[src/rtl/typedefs.sv]
// Shared types for the accumulator-CPU memory responder.
// State encoding and wait-counter width.
package typedefs;

  typedef enum logic [1:0] {
    IDLE,
    WAIT,
    ACK
  } memRespStateT;

  localparam int WAIT_CNT_W = 4;

endpackage

[src/rtl/mem_responder_if.sv]
// req/ack memory bus between the CPU initiator and the responder.
// Debug counters travel with the bus for convenience.
interface mem_responder_if #(
  parameter int ADDR_WIDTH = 5,
  parameter int DATA_WIDTH = 8
);

  logic                  req;
  logic                  we;
  logic [ADDR_WIDTH-1:0] addr;
  logic [DATA_WIDTH-1:0] wdata;
  logic                  ack;
  logic [DATA_WIDTH-1:0] rdata;
  logic                  busy;
  logic                  err;
  logic [7:0]            rd_count;
  logic [7:0]            wr_count;

  modport master (
    output req, we, addr, wdata,
    input  ack, rdata, busy, err,
    input  rd_count, wr_count
  );

  modport slave (
    input  req, we, addr, wdata,
    output ack, rdata, busy, err,
    output rd_count, wr_count
  );

endinterface

[src/rtl/wait_counter.sv]
// Loadable down-counter with a zero flag.
// Sized for up to 15 inserted wait states.
module wait_counter
  import typedefs::*;
#(
  parameter int W = WAIT_CNT_W
) (
  input  logic         clk,
  input  logic         rst,
  input  logic         load,
  input  logic [W-1:0] loadVal,
  input  logic         dec,
  output logic         zero
);

  logic [W-1:0] cnt;

  always_ff @(posedge clk) begin
    if (rst) begin
      cnt <= '0;
    end else if (load) begin
      cnt <= loadVal;
    end else if (dec && cnt != '0) begin
      cnt <= cnt - 1'b1;
    end
  end

  assign zero = (cnt == '0);

endmodule

[src/rtl/mem_responder.sv]
// 32x8 responder memory behind a req/ack handshake.
// Inserts WAIT_STATES wait cycles and flags abandoned requests.
module mem_responder
  import typedefs::*;
#(
  parameter int ADDR_WIDTH  = 5,
  parameter int DATA_WIDTH  = 8,
  parameter int WAIT_STATES = 2
) (
  input  logic             clk,
  input  logic             rst,
  mem_responder_if.slave   bus
);

  localparam int DEPTH = 2 ** ADDR_WIDTH;
  localparam logic [WAIT_CNT_W-1:0] LOAD_VAL =
    (WAIT_STATES == 0) ? '0 : WAIT_CNT_W'(WAIT_STATES - 1);

  memRespStateT state;
  memRespStateT nextState;

  logic [DATA_WIDTH-1:0] mem [DEPTH];

  logic                  weQ;
  logic [ADDR_WIDTH-1:0] addrQ;
  logic [DATA_WIDTH-1:0] wdataQ;
  logic [DATA_WIDTH-1:0] rdataQ;
  logic                  errQ;
  logic [7:0]            rdCnt;
  logic [7:0]            wrCnt;

  logic                  capture;
  logic                  abort;
  logic                  load;
  logic                  dec;
  logic                  zero;
  logic                  enterAck;
  logic                  accWe;
  logic [ADDR_WIDTH-1:0] accAddr;

  wait_counter u_waitCnt (
    .clk     (clk),
    .rst     (rst),
    .load    (load),
    .loadVal (LOAD_VAL),
    .dec     (dec),
    .zero    (zero)
  );

  always_comb begin
    nextState = state;
    capture   = 1'b0;
    abort     = 1'b0;
    load      = 1'b0;
    dec       = 1'b0;
    unique case (state)
      IDLE: begin
        if (bus.req) begin
          capture   = 1'b1;
          load      = 1'b1;
          nextState = (WAIT_STATES == 0) ? ACK : WAIT;
        end
      end
      WAIT: begin
        // A dropped req wins even when the count has expired.
        if (!bus.req) begin
          abort     = 1'b1;
          nextState = IDLE;
        end else if (zero) begin
          nextState = ACK;
        end else begin
          dec = 1'b1;
        end
      end
      ACK: begin
        nextState = IDLE;
      end
      default: begin
        nextState = IDLE;
      end
    endcase
  end

  // With zero wait states the capture and ACK entry share an edge.
  assign enterAck = (nextState == ACK) && (state != ACK);
  assign accWe    = capture ? bus.we   : weQ;
  assign accAddr  = capture ? bus.addr : addrQ;

  always_ff @(posedge clk) begin
    if (rst) begin
      state  <= IDLE;
      weQ    <= 1'b0;
      addrQ  <= '0;
      wdataQ <= '0;
      rdataQ <= '0;
      errQ   <= 1'b0;
      rdCnt  <= '0;
      wrCnt  <= '0;
      for (int i = 0; i < DEPTH; i++) begin
        mem[i] <= '0;
      end
    end else begin
      state <= nextState;
      errQ  <= abort;
      if (capture) begin
        weQ    <= bus.we;
        addrQ  <= bus.addr;
        wdataQ <= bus.wdata;
      end
      if (enterAck && !accWe) begin
        rdataQ <= mem[accAddr];
      end
      if (state == ACK) begin
        if (weQ) begin
          mem[addrQ] <= wdataQ;
          wrCnt      <= wrCnt + 1'b1;
        end else begin
          rdCnt <= rdCnt + 1'b1;
        end
      end
    end
  end

  assign bus.ack      = (state == ACK);
  assign bus.busy     = (state != IDLE);
  assign bus.err      = errQ;
  assign bus.rdata    = rdataQ;
  assign bus.rd_count = rdCnt;
  assign bus.wr_count = wrCnt;

endmodule

[src/flat_wrapper.sv]
// flat-port wrapper written by rule: the top's interface ports become plain ports
module mem_responder_flat import typedefs::*;
#(
  parameter int ADDR_WIDTH  = 5,
  parameter int DATA_WIDTH  = 8,
  parameter int WAIT_STATES = 2
)
  (clk, rst, bus_req, bus_we, bus_addr, bus_wdata, bus_ack, bus_rdata, bus_busy, bus_err, bus_rd_count, bus_wr_count);
  mem_responder_if #(.ADDR_WIDTH(ADDR_WIDTH), .DATA_WIDTH(DATA_WIDTH)) bus_i ();
  input  logic clk;
  input  logic rst;
  input wire logic [$bits(bus_i.req)-1:0] bus_req;
  input wire logic [$bits(bus_i.we)-1:0] bus_we;
  input wire logic [$bits(bus_i.addr)-1:0] bus_addr;
  input wire logic [$bits(bus_i.wdata)-1:0] bus_wdata;
  output wire logic [$bits(bus_i.ack)-1:0] bus_ack;
  output wire logic [$bits(bus_i.rdata)-1:0] bus_rdata;
  output wire logic [$bits(bus_i.busy)-1:0] bus_busy;
  output wire logic [$bits(bus_i.err)-1:0] bus_err;
  output wire logic [$bits(bus_i.rd_count)-1:0] bus_rd_count;
  output wire logic [$bits(bus_i.wr_count)-1:0] bus_wr_count;
  assign bus_i.req = bus_req;
  assign bus_i.we = bus_we;
  assign bus_i.addr = bus_addr;
  assign bus_i.wdata = bus_wdata;
  assign bus_ack = bus_i.ack;
  assign bus_rdata = bus_i.rdata;
  assign bus_busy = bus_i.busy;
  assign bus_err = bus_i.err;
  assign bus_rd_count = bus_i.rd_count;
  assign bus_wr_count = bus_i.wr_count;
  mem_responder #(.ADDR_WIDTH(ADDR_WIDTH), .DATA_WIDTH(DATA_WIDTH), .WAIT_STATES(WAIT_STATES)) u_core (.clk(clk), .rst(rst), .bus(bus_i));
endmodule
[config.mk]
export PLATFORM = sky130hd
export DESIGN_NAME = mem_responder_flat
export DESIGN_NICKNAME = d
export VERILOG_FILES = /design/src/rtl/typedefs.sv /design/src/rtl/mem_responder_if.sv /design/src/rtl/wait_counter.sv /design/src/rtl/mem_responder.sv /design/src/flat_wrapper.sv
export SDC_FILE = /design/constraint.sdc
export NUM_CORES = 1
export LEC_CHECK = 0
export BUFFER_PORTS_ARGS = -buffer_cell sky130_fd_sc_hd__buf_4
export CORE_MARGIN = 5
export CORE_UTILIZATION = 28
export CTS_CLUSTER_SIZE = 10
export DETAILED_ROUTE_END_ITERATION = 7
export GPL_TIMING_DRIVEN = 0
export MAX_ROUTING_LAYER = met4
export PLACE_DENSITY = 0.41
export SYNTH_ARGS = -nofsm -noshare
export SYNTH_HDL_FRONTEND = slang
export SYNTH_SLANG_ARGS = --single-unit
[constraint.sdc]
create_clock -name clk -period 2.55 [get_ports clk]
set_input_delay 0.255 -clock clk [delete_from_list [all_inputs] [get_ports clk]]
set_output_delay 0.255 -clock clk [all_outputs]
set_load 0.02 [all_outputs]
==> After elaboration in Yosys (flattened, before gate mapping) <==
Memories as Yosys holds them, arrays and structs flattened. A register that Yosys moved wholly into a read port is not among the register bits.
Index checks and enable logic that the tools add are counted.
{ "classes": {"add_sub_neg": 3, "eq_ne": 4, "mux": 23, "bitwise": 2, "n_reduce_logical": 14} }
{ "op_table": {"columns": ["cell", "count"], "rows": [
  ["$add 8x1->8 const B", 2],
  ["$mux 1", 16],
  ["$mux 5", 2],
  ["$mux 8", 1],
  ["$reduce_or 8->1", 1],
  ["$mux 2", 3],
  ["$eq 2x2->1 const B", 2],
  ["$logic_not 4->1", 1],
  ["$pmux 2 s2", 1],
  ["$reduce_and 2->1", 2],
  ["$reduce_bool 2->1", 2],
  ["$reduce_bool 4->1", 1],
  ["$reduce_or 2->1", 2],
  ["$sub 4x1->4 const B", 1],
  ["$logic_and 1x1->1", 3],
  ["$eq 2x1->1 const B", 1],
  ["$logic_not 2->1", 1],
  ["$ne 2x2->1 const B", 1],
  ["$not 1->1", 2],
  ["$logic_not 1->1", 1]
]} }
{ "word_totals": {"reg_bits": 37, "ram_bits": 256, "mem_count": 1} }
{ "mem_list": {"columns": ["memory", "depth", "width", "read_ports", "rd_ports_with_merged_regs", "wr", "line_no", "rtl"], "rows": [
  ["u_core.mem", 32, 8, 1, 1, 32, "mem_responder.sv:22", "logic [DATA_WIDTH-1:0] mem [DEPTH];"]
]} }

==> Depth between registers and ports, before layout <==
Gate-level depths: netlist (run 1).
{ "depth": {"word_depth": 7, "depth_mapped": 9, "mapped_depth_nobuf": 8} }

==> By module <==
From an unflattened synthesis (run 1), not the netlist that was laid out.
{ "unflattened": {"hier_cells": 1187, "hier_area_um2": 14161.1} }
{ "by_module_without_submodules": {"columns": ["module", "instances", "cells_each", "area_per_inst_um2", "seq_area_each_um2"], "rows": [
  ["mem_responder", 1, 1158, 13898.3, 8508.2],
  ["wait_counter", 1, 29, 262.8, 80.1]
]} }

==> Worst setup path after synthesis (run 1) <==
Ideal clock, no wire load.
{ "synth_path": {"path_type": "register to register", "from": "register u_core.state[1]", "to": "memory u_core.mem[28][0] (enable)", "setup_ps": 309, "arrival_time_ps": 2025, "path_slack_ps": 216, "stages_incl_launch_ff": 7, "cell_sequence": "dfxtp_1 -> nor2b_1 -> nand2_1 -> nor3b_1 -> nand3_1 -> nor2_1 -> or2_2"} }
{ "synth_lines": {"columns": ["item", "line_no", "rtl"], "rows": [
  ["start, declared", "mem_responder.sv:19", "memRespStateT state;"],
  ["start signal, assigned", "mem_responder.sv:103", "state <= nextState;"],
  ["end, declared", "mem_responder.sv:22", null]
]} }

==> Final worst setup path (run 1) <==
{ "layout_path": {"from": "register u_core.state[1]", "to": "register u_core.rdataQ[5] (netlist: u_core.bus.rdata[5]) (read register of u_core.mem)"} }
{ "layout_via": {"elab_chain_len": 6, "elab_cells_between_ends": 14, "cone_classes": "eq/ne (3); mux (7); reduce/logical (4)"} }
{ "layout_rtl": {"columns": ["item", "line_no", "rtl"], "rows": [
  ["$mux 2", "mem_responder.sv:69", "end else if (zero) begin"],
  ["$mux 2", "mem_responder.sv:66", "if (!bus.req) begin"],
  ["$pmux 2 s2", "mem_responder.sv:56", "unique case (state)"],
  ["$eq 2x2->1", "mem_responder.sv:85", "assign enterAck = (nextState == ACK) && (state != ACK);"],
  ["$logic_and 1x1->1", "mem_responder.sv:85", null],
  ["$logic_and 1x1->1", "mem_responder.sv:110", "if (enterAck && !accWe) begin"],
  ["end, declared", "mem_responder.sv:27", "logic [DATA_WIDTH-1:0] rdataQ;"]
]} }
Parallel ways exist; a longest one is shown, timed or not.
A chain may end at the register's enable or synchronous reset.

==> impl_metrics.ini, run 1 <==
[outcome]
run_status = completed

[placement]
io_buffers = 42
routabilityCongestion = 0.8239
dpl-instance-area_mm2 = 0.01515
cell_count_after_placement = 1894
hpwlAfterDp_mm = 31.96

[synthesis]
ys_types = 49
synth-seq-area-share_pct = 61.38
count_of_synthesis_stage_warnings_from_yosys = 0
synthTopCellsByCount = and2_1, edfxtp_1, nand2_1, mux2i_1, nor2_1
syn-instance-count = 1179
ys_seq_elements = 301
ys_top_cells_by_area = edfxtp_1, and2_1, dfxtp_1
dominantRegCellSynth = edfxtp_1
synth_fp_nets = 1199
asr_flop_ratio_synth_pct = 0
synth_top_area_cell = edfxtp_1
yosysMostFrequentCell = and2_1
cell_area_after_synthesis_mm2 = 0.01399
post_synth.cell_area_avg_um2 = 11.87
synth-edff-count = 256
synth_top_area_share_pct = 54.95

[worst_setup_path]
crit_path_cell_trace = nor3b_4, buf_4, mux2i_4, buf_12, nand2_1, o22ai_1, a2111oi_4, a211oi_1
reg2reg_depth = 8
worst_path_max_delay_cell = o22ai_1
critPathArrivalTime_ns = 3.01
timing.critical_path.depth = 8
cp_top_family = compound AO/OA/AOI/OAI gates
critical_path_buf_inv_count = 2
cp-end-kind = flip-flop
max_stage_delay_ns = 0.43
cp_max_fo = 9
crit_required_ns = 3.01
critPathLaunchType = flip-flop
crit_path_kind = reg -> reg

[timing]
final.min_clock_period_ns = 2.549
rsz0062_at_grt = true
fmaxAchievable_ghz = 0.3923
final.setup_skew_ns = 0.01703
layout_worst_path_cycle_share_pct = 99.98
finish_stage_setup_viols = 0
finalMaxSlewViolations = 0
actual_slew_at_the_worst_max_slew_pin_ns = 1.003
finalHoldViolCount = 0
max_slew_margin_pct = 33.10

[worst_hold_path]
hp-class = in -> reg
hold_depth = 5

[cells_and_area]
finalNonFillerCells = 1989
design.final.nets = 1313
final_core_utilization_pct = 35.72
synthToLayoutAreaGrowth_pct = 27.05
antennaDiodeCount = 0
final_design_area_no_fill_mm2 = 0.01778
drive_above_1_share_pct = 23.39

[power_and_ir_drop]
power.switching_w = 0.003009
p_int_w = 0.008854
seqPwrFrac_pct = 47.1
switching_part_of_the_total_power_pct = 25.36
share_comb_of_total_power_pct = 11.2
static-leakage-power_nw = 6.384
p_per_area_mw_per_mm2 = 667.4
power_frac_clock_pct = 41.7
vdd_drop_max_mv = 0.4163

[route]
drt.antenna.violating_nets = 0
wl_per_cell_um = 23.42
total_iterations_of_the_first_detailed_routing_run = 4
route.final.wire_length_mm = 46.58
num_vias = 9396
violation_count_after_the_first_detailed_routing_iteration = 600
drt_drc_violations_left = 0
number_of_vias_per_cell = 4.724

[floorplan]
initial_core_util_pct = 28.12
core-area_mm2 = 0.04976
die_y_um = 233.5
placement_rows = 82
area_of_the_die_mm2 = 0.05454
design.portCount = 44
die_width_um = 233.5

[global_routing]
globalRouteTotalUtil_pct = 17.36
grt_start_max_net_pins = 12
grt_antenna_before_repair = 1
grt_pass1_vias = 9339
globalRoute.totalOverflow = 0
first_pass_grt_wire_length_mm = 66.26

[clock_network]
worst_case_clock_buffer_depth = 3
clockRootBuffer = clkbuf_16
clock_pin_transition_on_the_worst_setup_and_hold_timing_paths_ns = 0.06
cts_htree_levels = 2
cts_buffers = 37
tritoncts = yes
clk_latency_ns = 0.55
numClockSinks = 301

[job]
cap_violations = 0
==> metal layers <==
metal  vias up  track usage (%)  share of wire, %
met3        56            2.650               4.8
li1       4435                -                 -
met1      4680            24.65                48
met5         -                -                 0
met2       225            25.95                45
met4         0            4.827               2.1
==> area by class of cell <==
| class | count | area, um2 |
|---|---|---|
| well taps | 672 | 840.8 |
| plain buffers | 73 | 436.7 |
| inverters | 11 | 41.29 |
| flip-flops and latches | 301 | 8596 |
| clock buffers | 59 | 1051 |
| fillers | 4897 | 31980 |
| repair buffers | 75 | 681.9 |
| multi-input cells | 794 | 6081 |
| clock inverters | 4 | 47.55 |
==> kinds of logic (layout without fill, tap and decap cells) <==
group,count (synthesis),after routing,share of synthesized area (%)
AO/OA/AOI/OAI,130,130,6.609
XOR/XNOR,17,17,1.064
adder cells (fa/ha/maj),3,3,0.2683
buffers and inverters,84,222,2.772
flip-flops,301,301,61.38
multiplexers,93,93,6.797
AND/OR/NAND/NOR,551,551,21.11
==> path summary, 6_finish.rpt <==
kind	start	to	slack (ns)
worst min-delay path	bus_req	u_core.state[0]$_SDFF_PP0_	0.23
worst max-delay path	u_core.state[1]$_SDFF_PP0_	u_core.bus.rdata[5]$_SDFFE_PP0P_	0.0006
worst min register to register	u_core.state[1]$_SDFF_PP0_	u_core.bus.err$_SDFF_PP0_	0.50
worst max register to register	u_core.state[1]$_SDFF_PP0_	u_core.bus.rdata[5]$_SDFFE_PP0P_	0.0006
==> power by group through the flow <==
stage                     combinational (W)  clock, W  sequential, W
after floorplan                    0.000602         0        0.00564
after detailed placement            0.00105         0        0.00567
final                               0.00133   0.00495        0.00558
after CTS                           0.00119   0.00508        0.00557
after global placement              0.00105         0        0.00567
after global routing                0.00141   0.00525        0.00560
==> sequential cells by signal, indices dropped and copies added (netlist names) <==
signal	cells
u_core.bus.rd_count	8
u_core.state	2
u_core.addrQ	5
u_core.weQ	1
u_core.u_waitCnt.cnt	4
u_core.wdataQ	8
u_core.bus.rdata	8
u_core.mem	256
u_core.bus.err	1
u_core.bus.wr_count	8
==> worst register-to-register path, stage by stage, from the launching register on <==
cell,delay (ns)
dfxtp_4,0.37
nor3b_4,0.23
buf_4,0.18
mux2i_4,0.38
buf_12,0.21
nand2_1,0.30
o22ai_1,0.43
a2111oi_4,0.13
a211oi_1,0.24
==> through the flow <==
step | power (W) | hold WS, ns | setup TNS [ns] | setup WS [ns]
floorplan | 0.006239 | 0.3317 | 0 | 0.2159
global placement | 0.006718 | 0.4711 | -77.61 | -1.218
detailed placement | 0.006723 | 0.4695 | -85.02 | -1.241
CTS | 0.01185 | 0.1978 | -1.631 | -0.05617
global route | 0.01226 | 0.3056 | -0.6051 | -0.05175
finish | 0.01186 | 0.2295 | 0 | 0.0006084
==> timing repair <==
action	4_1_cts	5_1_grt
endpoints found under the setup margin	368	255
gates cloned	0	2
gates resized for setup	133	116
buffers inserted	3	14
pin swaps	5	21
endpoints found under the hold margin	13	0
hold buffers	13	0
==> placed cells by master, fill, tap and decap left out, types with 5 or more instances in the layout <==
| cell | synthesis | final |
|---|---|---|
| nand2b_1 | 9 | 9 |
| mux2i_1 | 88 | 54 |
| mux2i_4 | 1 | 18 |
| edfxtp_1 | 256 | 256 |
| dlygate4sd3_1 | 0 | 13 |
| or2_4 | 0 | 5 |
| mux2i_2 | 1 | 18 |
| nor3_1 | 13 | 5 |
| o22ai_1 | 15 | 11 |
| nand3_1 | 23 | 21 |
| xor2_1 | 12 | 12 |
| o221ai_2 | 0 | 6 |
| dfxtp_1 | 45 | 43 |
| clkbuf_16 | 0 | 41 |
| o21bai_1 | 8 | 8 |
| nand2_2 | 0 | 12 |
| inv_1 | 11 | 11 |
| o221ai_4 | 0 | 7 |
| buf_4 | 7 | 59 |
| buf_2 | 19 | 15 |
| a2111oi_4 | 0 | 6 |
| a21oi_1 | 34 | 32 |
| buf_12 | 0 | 8 |
| a211oi_1 | 26 | 22 |
| nor2_1 | 60 | 27 |
| clkbuf_1 | 40 | 56 |
| a311oi_1 | 9 | 6 |
| nor2_4 | 0 | 31 |
| xnor2_1 | 5 | 5 |
| a32oi_1 | 8 | 8 |
| and2_1 | 257 | 257 |
| nand2_1 | 131 | 117 |
| or2_2 | 34 | 29 |
(Power assumes the default switching activity.)
==> run 2, diff against run 1 <==
==> constraint.sdc (replaced) <==
create_clock -name clk -period 2.55 [get_ports clk]
set_input_delay 0.1275 -clock clk [delete_from_list [all_inputs] [get_ports clk]]
set_output_delay 0.1275 -clock clk [all_outputs]
set_load 0.02 [all_outputs]
==> run 2 against run 1 <==
Effect of this change: the run now ends with negative setup slack left; non-clock buffer count is the same; clock-buffer cell count stayed put; final cell count hardly changed; sequential cell count unchanged; global-route usage hardly changed; clock power about the same.
==> impl_metrics.ini, run 2 (same netlist as run 1, synthesis figures left out) <==
[power_and_ir_drop]
static-leakage-power_nw = 6.384
vdd_drop_max_mv = 0.4171
p_per_area_mw_per_mm2 = 667.5

[timing]
finalMaxSlewViolations = 0
final.setup_skew_ns = 0.01699
layout_worst_path_cycle_share_pct = 100.7
fin_tns_setup_ns = -0.02145
actual_slew_at_the_worst_max_slew_pin_ns = 1.013
finish_stage_setup_viols = 2
final.min_clock_period_ns = 2.569
max_slew_margin_pct = 32.49
rsz0062_at_grt = true
fmaxAchievable_ghz = 0.3893
fin_worst_hold_slack_ns = 0.3376
finalHoldViolCount = 0
post-route-worst-setup-slack_ns = -0.01858

[floorplan]
placement_rows = 82
core-area_mm2 = 0.04976
die_y_um = 233.5
die_width_um = 233.5
design.portCount = 44
initial_core_util_pct = 28.12
area_of_the_die_mm2 = 0.05454

[worst_hold_path]
hold_depth = 3
hp-class = in -> reg
whs_endpoint = u_core.bus.err$_SDFF_PP0_
hold_path_startpoint = bus_req

[worst_setup_path]
critPathArrivalTime_ns = 3.04
critical_path_buf_inv_count = 2
cp_top_family = compound AO/OA/AOI/OAI gates
critPathLaunchType = flip-flop
reg2reg_depth = 8
max_stage_delay_ns = 0.48
critical_path.reg2reg.endpoint = u_core.bus.rdata[2]$_SDFFE_PP0P_
crit_path_kind = reg -> reg
worst_path_max_delay_cell = o22ai_1
r2r-start = u_core.state[1]$_SDFF_PP0_
crit_path_cell_trace = nor3b_4, buf_4, mux2i_4, buf_12, nand2_1, o22ai_1, a2111oi_4, a211oi_1
ff2ff_setup_slack_ns = -0.02
cp-end-kind = flip-flop
cp_max_fo = 9
crit_required_ns = 3.02

[route]
number_of_vias_per_cell = 4.724
drt_drc_violations_left = 0
num_vias = 9400
violation_count_after_the_first_detailed_routing_iteration = 573
wl_per_cell_um = 23.44
total_iterations_of_the_first_detailed_routing_run = 4
drt.antenna.violating_nets = 0
route.final.wire_length_mm = 46.65

[placement]
dpl-instance-area_mm2 = 0.01515
hpwlAfterDp_mm = 31.96
routabilityCongestion = 0.8239
io_buffers = 42
post-place-ws_ns = -1.241

[job]
cap_violations = 0

[global_routing]
grt_start_max_net_pins = 12
globalRoute.totalOverflow = 0
grt_pass1_vias = 9333
globalRouteTotalUtil_pct = 17.36
grt_antenna_before_repair = 1
first_pass_grt_wire_length_mm = 66.23

[cells_and_area]
layout.area.seq_mm2 = 0.008596
fillerInstances = 4898
design.final.nets = 1313
final_design_area_no_fill_mm2 = 0.01778
largest_register = u_core.mem
largest_reg_flops = 256
final_core_utilization_pct = 35.73
drive_above_1_share_pct = 23.39
layout.cells.most_common = and2_1
layout_common_cells = and2_1, edfxtp_1, nand2_1
multi_input_area_mm2 = 0.006081
synthToLayoutAreaGrowth_pct = 27.07

[clock_network]
cts_htree_levels = 2
tritoncts = yes
cts_buffers = 37
clk_latency_ns = 0.55
worst_case_clock_buffer_depth = 3
clock_pin_transition_on_the_worst_setup_and_hold_timing_paths_ns = 0.06
clockRootBuffer = clkbuf_16
numClockSinks = 301

[outcome]
failed_checks = negative setup slack
run_status = complete, but fails checks
[run 2: area by class of cell]
class / instances / area share (%)
Inverter: 11 / 0.2322
Timing Repair Buffer: 75 / 3.836
Multi-Input combinational cell: 794 / 34.20
Antenna cell: 1 / 0.01408
Buffer: 73 / 2.456
Sequential cell: 301 / 48.35
Clock inverter: 4 / 0.2674
Tap cell: 672 / 4.729
Clock buffer: 59 / 5.912
[run 2: what timing repair did]
item / 4_1_cts / 5_1_grt
setup endpoints to repair: 368 / 256
pin swaps: 5 / 21
setup buffers: 3 / 14
cloned: 0 / 2
hold buffers: 13 / 0
hold endpoints to repair: 13 / 0
resized for setup: 133 / 116
[run 2: power breakdown]
| part | internal (W) | switching, W |
|---|---|---|
| registers | 0.00548 | 0.0000984 |
| logic | 0.000456 | 0.000879 |
| clock network | 0.00291 | 0.00204 |
[run 2: through the flow]
stage	power, W	std cells
after CTS	0.01185	1973
final	0.01187	1990
after floorplan	0.006239	1179
after global routing	0.01226	1989
after global placement	0.006718	1893
after detailed placement	0.006723	1894
[run 2: worst max path at each step]
stage | from | end | slack, ns | cells after the start
global placement | u_core.state[1]$_SDFF_PP0_ | u_core.bus.rdata[5]$_SDFFE_PP0P_ | -1.22 | 8
finish | u_core.state[1]$_SDFF_PP0_ | u_core.bus.rdata[2]$_SDFFE_PP0P_ | -0.02 | 8
floorplan | u_core.state[1]$_SDFF_PP0_ | u_core.mem[28][0]$_SDFFCE_PN0P_ | 0.22 | 6
global route | u_core.state[1]$_SDFF_PP0_ | u_core.bus.rdata[2]$_SDFFE_PP0P_ | -0.05 | 8
detailed placement | u_core.state[0]$_SDFF_PP0_ | u_core.bus.rdata[5]$_SDFFE_PP0P_ | -1.24 | 7
CTS | u_core.state[1]$_SDFF_PP0_ | u_core.mem[30][4]$_SDFFCE_PN0P_ | -0.06 | 6
[run 2: routing by layer]
metal	share of wire, %	wire length [um]	up-vias	track usage, %
met5	0	0	-	-
met4	2.2	1026	0	4.827
met3	4.6	2160	59	2.650
met2	45	21140	235	25.94
met1	48	22330	4675	24.65
li1	-	-	4431	-
[run 2: worst register-to-register path, stage by stage (launching register included)]
cell	delay (ns)
dfxtp_4	0.37
nor3b_4	0.23
buf_4	0.18
mux2i_4	0.39
buf_12	0.21
nand2_1	0.31
o22ai_1	0.48
a2111oi_4	0.12
a211oi_1	0.21
==> run 3, diff against run 2 <==
CORE_UTILIZATION = 45   (was 28)
PLACE_DENSITY = 0.6   (was 0.41)
==> run 3 against run 2 <==
Effect of this change: the flow still finishes with violations (negative setup slack); routed wire length fell by 14%; design area fell by 1.9%; register-to-register slack barely moved; final cell count fell by 14%; combinational power barely moved; die area fell by 36%; global-route usage rose by 5.8 points; clock skew rose by 0.0014 ns; clock power fell by 5.7%; clock-buffer cell count fell by 1; sequential power barely moved; highest routed layer unchanged.
==> impl_metrics.ini, run 3 (same netlist as run 1, synthesis figures left out) <==
[worst_setup_path]
crit_required_ns = 2.92
cp_max_fo = 7
critPathLaunchType = flip-flop
critPathArrivalTime_ns = 2.93
crit_path_cell_trace = or3b_1, buf_6, a21oi_4, buf_12, buf_16, mux2i_4, o221ai_2, a2111oi_4, a211oi_1
max_stage_delay_ns = 0.49
cp-end-kind = flip-flop
ff2ff_setup_slack_ns = -0.008
worst_path_max_delay_cell = a2111oi_4
crit_path_kind = reg -> reg

[global_routing]
first_pass_grt_wire_length_mm = 60.00
grt_antenna_before_repair = 1
globalRouteTotalUtil_pct = 23.15
grt_start_max_net_pins = 12
grt_pass1_vias = 9493
globalRoute.totalOverflow = 0

[power_and_ir_drop]
p_per_area_mw_per_mm2 = 665.2
p_int_w = 0.008734
static-leakage-power_nw = 6.347
vdd_drop_max_mv = 0.4613
seqPwrFrac_pct = 48.1
power_frac_clock_pct = 40.2
share_comb_of_total_power_pct = 11.7
switching_part_of_the_total_power_pct = 24.74
power.switching_w = 0.002871

[clock_network]
numClockSinks = 301
cts_htree_levels = 2
clk_latency_ns = 0.52
clock_pin_transition_on_the_worst_setup_and_hold_timing_paths_ns = 0.05
cts_buffers = 36
worst_case_clock_buffer_depth = 3
tritoncts = yes
clockRootBuffer = clkbuf_16

[outcome]
run_status = complete, but fails checks
failed_checks = negative setup slack

[floorplan]
area_of_the_die_mm2 = 0.03472
core-area_mm2 = 0.03067
design.portCount = 44
die_y_um = 186.3
die_width_um = 186.3
placement_rows = 64
initial_core_util_pct = 45.62

[cells_and_area]
largest_register = u_core.mem
drive_above_1_share_pct = 24.75
layout.cells.most_common = and2_1
layout_common_cells = and2_1, edfxtp_1, nand2_1
design.final.nets = 1314
synthToLayoutAreaGrowth_pct = 24.69
largest_reg_flops = 256

[timing]
fmaxAchievable_ghz = 0.3910
max_slew_margin_pct = 46.25
actual_slew_at_the_worst_max_slew_pin_ns = 0.8063
final.setup_skew_ns = 0.01837
final.min_clock_period_ns = 2.558
layout_worst_path_cycle_share_pct = 100.3
finalHoldViolCount = 0
finalMaxSlewViolations = 0
post-route-worst-setup-slack_ns = -0.007610
finish_stage_setup_viols = 1
rsz0062_at_grt = true
fin_worst_hold_slack_ns = 0.3496

[route]
drt_drc_violations_left = 0
wl_per_cell_um = 23.36
route.final.wire_length_mm = 40.03
number_of_vias_per_cell = 5.595
num_vias = 9589
violation_count_after_the_first_detailed_routing_iteration = 772
total_iterations_of_the_first_detailed_routing_run = 5
drt.antenna.violating_nets = 0

[placement]
io_buffers = 42
routabilityCongestion = 0.9528
hpwlAfterDp_mm = 27.86
post-place-ws_ns = -1.075

[worst_hold_path]
hp-class = in -> reg

[job]
cap_violations = 0
run 3: critical path: cells and delay by family (launching register included):
| family | cells | cell delay (ns) |
|---|---|---|
| muxes | 1 | 0.28 |
| buffers and inverters | 3 | 0.48 |
| AOI/OAI and AO/OA | 4 | 0.87 |
| and+or+nand+nor | 1 | 0.39 |
| DFF | 1 | 0.37 |
run 3: path summary, 6_finish.rpt:
kind / end / startpoint / cells past startpoint
min reg2reg: u_core.bus.err$_SDFF_PP0_ / u_core.state[1]$_SDFF_PP0_ / 1
max: u_core.bus.rdata[3]$_SDFFE_PP0P_ / u_core.state[1]$_SDFF_PP0_ / 9
max reg2reg: u_core.bus.rdata[3]$_SDFFE_PP0P_ / u_core.state[1]$_SDFF_PP0_ / 9
min: u_core.u_waitCnt.cnt[0]$_SDFFE_PP0P_ / rst / 3
run 3: repair_timing:
action                     4_1_cts  5_1_grt
pin swaps                       12       20
buffers inserted                 7       11
hold endpoints to repair        13        0
resized for setup              144      114
hold buffers                    13        0
gates cloned                     1        1
setup endpoints to repair      273      233
run 3: metrics by stage:
step	total power, W	instance area, um2	utilization (%)	cells	TNS [ns]
finish	0.01161	17450	56.88	1714	-0.007610
global route	0.01194	17450	56.88	1714	-13.82
CTS	0.01145	16730	54.55	1701	-0.04151
detailed placement	0.006649	14820	48.32	1619	-55.46
global placement	0.006636	14800	48.26	1617	-54.48
floorplan	0.006239	13990	-	1179	0
run 3: layout make-up:
| class | count | area [um2] |
|---|---|---|
| clock inverter | 3 | 21.27 |
| tap | 396 | 495.5 |
| buffer | 73 | 478.0 |
| multi-input combinational | 794 | 6100 |
| clock buffer | 58 | 1025 |
| antenna | 1 | 2.502 |
| fill | 2508 | 13220 |
| timing repair buffer | 77 | 686.9 |
| inverter | 11 | 41.29 |
| sequential | 301 | 8596 |
run 3: metal layers:
layer | global-route usage, % | part of all wire (%) | wire, um | vias up
met2 | 35.75 | 46 | 18510 | 412
met4 | 5.308 | 2.1 | 826 | 0
met5 | - | 0 | 0 | -
met3 | 3.886 | 8.2 | 3282 | 68
met1 | 32.45 | 44 | 17420 | 4687
li1 | - | - | - | 4422
run 3: power by group through the flow:
| stage | combinational [W] | clock, W | sequential, W |
|---|---|---|---|
| finish | 0.00135 | 0.00467 | 0.00558 |
| global route | 0.00142 | 0.00492 | 0.00560 |
| CTS | 0.00117 | 0.00471 | 0.00558 |
| detailed placement | 0.000983 | 0 | 0.00567 |
| global placement | 0.000975 | 0 | 0.00566 |
| floorplan | 0.000602 | 0 | 0.00564 |
